`src/rtl/booth_pkg.sv`:
```
// Shared definitions for the sequential Booth multiplier: FSM state encoding,
// default operand width and the Booth recoding pair codes {Q[0],QM1}.
package booth_pkg;

  localparam int BOOTH_W_DEFAULT = 4;

  typedef enum logic [1:0] {
    ST_IDLE = 2'd0,
    ST_RUN  = 2'd1,
    ST_DONE = 2'd2
  } state_t;

  localparam logic [1:0] BOOTH_NOP = 2'b00;
  localparam logic [1:0] BOOTH_ADD = 2'b01;
  localparam logic [1:0] BOOTH_SUB = 2'b10;

endpackage

```
`src/rtl/booth_step.sv`:
```
// One radix-2 Booth iteration: conditional add/sub of M into ACC, then an
// arithmetic right shift of the combined {ACC,Q,QM1} register.
module booth_step
  import booth_pkg::*;
#(
  parameter int WIDTH = BOOTH_W_DEFAULT
) (
  input  logic [WIDTH:0]   acc,
  input  logic [WIDTH-1:0] q,
  input  logic             qm1,
  input  logic [WIDTH:0]   m,
  output logic [WIDTH:0]   acc_next,
  output logic [WIDTH-1:0] q_next,
  output logic             qm1_next
);

  logic [WIDTH:0] sum;

  always_comb begin
    sum = acc;
    case ({q[0], qm1})
      BOOTH_ADD: sum = acc + m;
      BOOTH_SUB: sum = acc - m;
      default:   sum = acc;
    endcase
    // ACC carries one guard bit, so its MSB is the true sign to replicate
    acc_next = {sum[WIDTH], sum[WIDTH:1]};
    q_next   = {sum[0], q[WIDTH-1:1]};
    qm1_next = q[0];
  end

endmodule

```
`src/rtl/booth_seq_ctrl.sv`:
```
// Sequential radix-2 Booth multiplier: start/done handshake, one Booth step
// per clock, registered signed product held until the next accepted start.
module booth_seq_ctrl
  import booth_pkg::*;
#(
  parameter int WIDTH = BOOTH_W_DEFAULT
) (
  input  logic               clk,
  input  logic               rst_n,
  input  logic               start,
  input  logic [WIDTH-1:0]   A,
  input  logic [WIDTH-1:0]   B,
  output logic               ready,
  output logic               busy,
  output logic               done,
  output logic [2*WIDTH-1:0] P
);

  localparam int CW = $clog2(WIDTH + 1);

  state_t state, state_next;

  logic [WIDTH:0]   m, acc, acc_nx;
  logic [WIDTH-1:0] q, q_nx;
  logic             qm1, qm1_nx;
  logic [CW-1:0]    count;
  logic             last_step;

  assign last_step = (count == CW'(1));

  booth_step #(.WIDTH(WIDTH)) u_step (
    .acc      (acc),
    .q        (q),
    .qm1      (qm1),
    .m        (m),
    .acc_next (acc_nx),
    .q_next   (q_nx),
    .qm1_next (qm1_nx)
  );

  always_ff @(posedge clk or negedge rst_n) begin
    if (!rst_n) state <= ST_IDLE;
    else        state <= state_next;
  end

  always_comb begin
    state_next = state;
    ready      = 1'b0;
    busy       = 1'b0;
    done       = 1'b0;
    case (state)
      ST_IDLE: begin
        ready = 1'b1;
        if (start) state_next = ST_RUN;
      end
      ST_RUN: begin
        busy = 1'b1;
        if (last_step) state_next = ST_DONE;
      end
      ST_DONE: begin
        busy       = 1'b1;
        done       = 1'b1;
        state_next = ST_IDLE;
      end
      default: state_next = ST_IDLE;
    endcase
  end

  always_ff @(posedge clk or negedge rst_n) begin
    if (!rst_n) begin
      m     <= '0;
      acc   <= '0;
      q     <= '0;
      qm1   <= 1'b0;
      count <= '0;
      P     <= '0;
    end else begin
      case (state)
        ST_IDLE: begin
          if (start) begin
            m     <= {A[WIDTH-1], A};
            acc   <= '0;
            q     <= B;
            qm1   <= 1'b0;
            count <= CW'(WIDTH);
          end
        end
        ST_RUN: begin
          acc   <= acc_nx;
          q     <= q_nx;
          qm1   <= qm1_nx;
          count <= count - CW'(1);
          // Guard bit of ACC is dropped: the true product always fits in 2*WIDTH
          if (last_step) P <= {acc_nx[WIDTH-1:0], q_nx};
        end
        default: ;
      endcase
    end
  end

endmodule

```
`config.mk`:
```
export PLATFORM = sky130hd
export DESIGN_NAME = booth_seq_ctrl
export DESIGN_NICKNAME = d
export VERILOG_FILES = /design/src/rtl/booth_pkg.sv /design/src/rtl/booth_step.sv /design/src/rtl/booth_seq_ctrl.sv
export SDC_FILE = /design/constraint.sdc
export NUM_CORES = 1
export LEC_CHECK = 0
export BUFFER_PORTS_ARGS = -buffer_cell sky130_fd_sc_hd__buf_2
export CAP_MARGIN = 20
export CORE_AREA = 2 2 70 72
export DETAILED_ROUTE_END_ITERATION = 7
export DIE_AREA = 0 0 72 74
export GPL_ROUTABILITY_DRIVEN = 1
export GPL_TIMING_DRIVEN = 0
export PLACE_DENSITY_LB_ADDON = 0.1
export SYNTH_ARGS = -nofsm -noshare
export SYNTH_HDL_FRONTEND = slang
export SYNTH_HIERARCHICAL = 1
export SYNTH_SLANG_ARGS = --single-unit
```
`constraint.sdc`:
```
create_clock -name clk -period 6.42 [get_ports clk]
set_input_delay 0.642 -clock clk [delete_from_list [all_inputs] [get_ports clk]]
set_output_delay 0.642 -clock clk [all_outputs]
set_load 0.01 [all_outputs]
```
==> results.yml <==
run_status:
  run_status: "completed"
power_and_ir_drop:
  p_sw_uw: 410
  irDropWorstVdd_mv: 0.233
  power_uw: 986
  p_leak_uw: 0.000885
  powerDensity_nw_per_um2: 551
  seq_power_share_pct: 29.7
  pwr-share-comb_pct: 60.3
  p_int_uw: 577
  power_frac_clock_pct: 10.0
  p_sw_share_pct: 41.5
place:
  gp_congestion: 0.685
  dp_hpwl_mm: 2.40
  port_buffers: 21
clock_network:
  clk_latency_ns: 0.27
  clockBufferDepth: 2
  htreeDepth: 1
  cts_setup_buffers: 0
  cts_root_buf: "clkbuf_8"
  cts_num_sinks: 27
  hold_buffers: 0
  ctsResizeCount: 0
  cts_tree: "yes"
  clk_pin_slew_ns: 0.10
  cts_made_buffers: 3
routing:
  drt-initial-drc-count: 45
  vias_per_cell: 4.82
  drt-total-wl_mm: 3.17
  vias: 1074
  drc: 0
  antenna_left: 0
  dr.pass1.iters: 4
  avgRoutedWirePerCell_um: 14.2
timing:
  tns_ns: 0
  min_period_over_period_pct: 43.2
  slew_violations: 0
  fin_worst_skew_ns: 0.00164
  relSlewSlack_pct: 47.3
  fin_crit_ns: 2.78
  hold_viol: 0
  rsz0062_at_grt: "no"
  setup_violations: 0
  tightest_slew_ns: 0.768
  fmax_mhz: 360
synth:
  mappedNetlistArea_um2: 1570
  synth.area.mux_share_pct: 11.6
  yosys.area_share.simple_pct: 9.94
  synth_edf_count: 0
  synth_seq_area_share_pct: 43.0
  synth_xor_area_share_pct: 3.82
  synth_nets: 168
  synth_adder_area_share_pct: 10.8
  syn_inst: 144
  yosys_warnings: 6
  ys_ff_latch: 27
  async_reset_ff_share_pct: 100
  synth_top_flop_cell: "dfrtp_1"
  ys_types: 32
  synth_top_family_by_area: "compound AO/OA/AOI/OAI gates"
  syn_avg_cell_area_um2: 10.9
  synth-compound-area-share_pct: 13.4
floorplan:
  start_util_pct: 34.2
  die_w_um: 72
  fp.dieArea_um2: 5330
  core_um2: 4600
  num_rows: 25
  io_pins: 22
  die_h_um: 74
final_layout:
  seqCellArea_um2: 676
  syn2layout_area_growth_pct: 13.8
  finalNetCount: 194
  drive_gt1_share_pct: 32.5
  antenna_cells: 0
  multi_input_area_um2: 781
  n_fill_cell: 469
worst_setup_path:
  endpoint_kind: "flip-flop"
  path_max_fanout: 4
  required_ns: 6.58
  cp_data_arrival_time_ns: 2.94
  startpoint_type: "flip-flop"
  worst-setup-path-type: "flip-flop to flip-flop"
global_route:
  antenna_found_initial: 0
  grt_max_degree: 28
  grt_pass1_vias: 1172
  grt_first_pass_wirelength_mm: 5.44
  gr-total-overflow: 0
  grt.total_usage_pct: 13.2
job:
  cap_violations: 0
worst_hold_path:
  hp-class: "primary input to asynchronous set/reset pin"
==> layout make-up <==
cell class              count  share of cell area [%]
repair buffers             21                    5.87
clock buffers               4                    2.52
well taps                  54                    3.77
inverters                  12                    2.52
flip-flops and latches     27                    37.7
plain buffers              10                    3.98
multi-input cells          95                    43.6
==> per-layer routing <==
metal	GRT usage [%]	vias up	share of wire, %
li1	-	539	-
met4	4.40	0	0.79
met5	0	-	0
met1	17.0	525	45
met2	23.1	8	52
met3	1.90	2	2.1
==> critical path: stages (launching register included) <==
cell	delay, ns
dfrtp_1	0.42
inv_1	0.07
ha_1	0.30
mux2_2	0.29
fa_1	0.43
nor2b_1	0.11
o21ai_0	0.10
nor3b_1	0.16
mux2_4	0.30
xor2_2	0.16
buf_4	0.13
a22o_1	0.19
==> per-stage QoR <==
stage | cell area [µm²] | cells | worst slack (ns) | util (%) | hold slack (ns)
floorplan | 1570 | 144 | 3.86 | - | 0.346
finish | 1790 | 223 | 3.64 | 38.9 | 0.384
global placement | 1750 | 219 | 3.71 | 38.0 | 0.466
detailed placement | 1750 | 219 | 3.66 | 38.0 | 0.474
CTS | 1790 | 223 | 3.63 | 38.9 | 0.400
global route | 1790 | 223 | 3.52 | 38.9 | 0.424
==> worst paths after layout <==
check                            to     start  slack [ns]  cells past startpoint
max                          acc[4]      m[0]        3.64                     11
min                            m[0]     rst_n        0.38                      1
max reg2reg                  acc[4]      m[0]        3.64                     11
min reg2reg                count[1]  count[1]        0.50                      2
max in group asynchronous    acc[4]     rst_n        5.62                      1
min in group clk           count[1]  count[1]        0.50                      2
==> synthesized netlist by cell type, types with 6 or more instances <==
cell / number / share of area, %
a21oi_1: 9 / 2.9
mux2_2: 14 / 10
nand2b_1: 6 / 2.4
buf_4: 6 / 2.9
dfrtp_1: 27 / 43
nand2_1: 8 / 1.9
ha_1: 12 / 9.5
inv_1: 12 / 2.9
a22o_1: 6 / 3.3
==> layout by cell type (no fill, tap or decap), types with 4 or more instances in the layout <==
cell type | Yosys | routed
a221o_1 | 4 | 4
mux2_2 | 14 | 14
nand2b_1 | 6 | 6
buf_4 | 6 | 6
a21oi_1 | 9 | 9
a22o_1 | 6 | 6
inv_1 | 12 | 12
nand2_1 | 8 | 8
dfrtp_1 | 27 | 27
ha_1 | 12 | 12
buf_2 | 3 | 24
o21ai_1 | 4 | 4
o21ai_0 | 4 | 4
nand3_1 | 4 | 4
==> flip-flops by register name, summed over array words and instances, names as in the netlist <==
register,flops
state,2
acc,5
q,4
P,8
count,3
qm1,1
m,4
==> power by group through the flow <==
stage,registers [µW],clock network (µW),logic (µW)
after floorplan,294,0,451
after global placement,294,0,576
after detailed placement,297,0,594
after CTS,293,104,602
after global routing,304,109,671
final,292,98.9,595
==> cells by family after synthesis <==
group                      Yosys count
muxes                               16
DFF                                 27
buffers and inverters               22
AOI/OAI and AO/OA                   31
and+or+nand+nor                     29
xor gates and xnor gates             6
adders and majority gates           13
(Power assumes the default switching activity.)
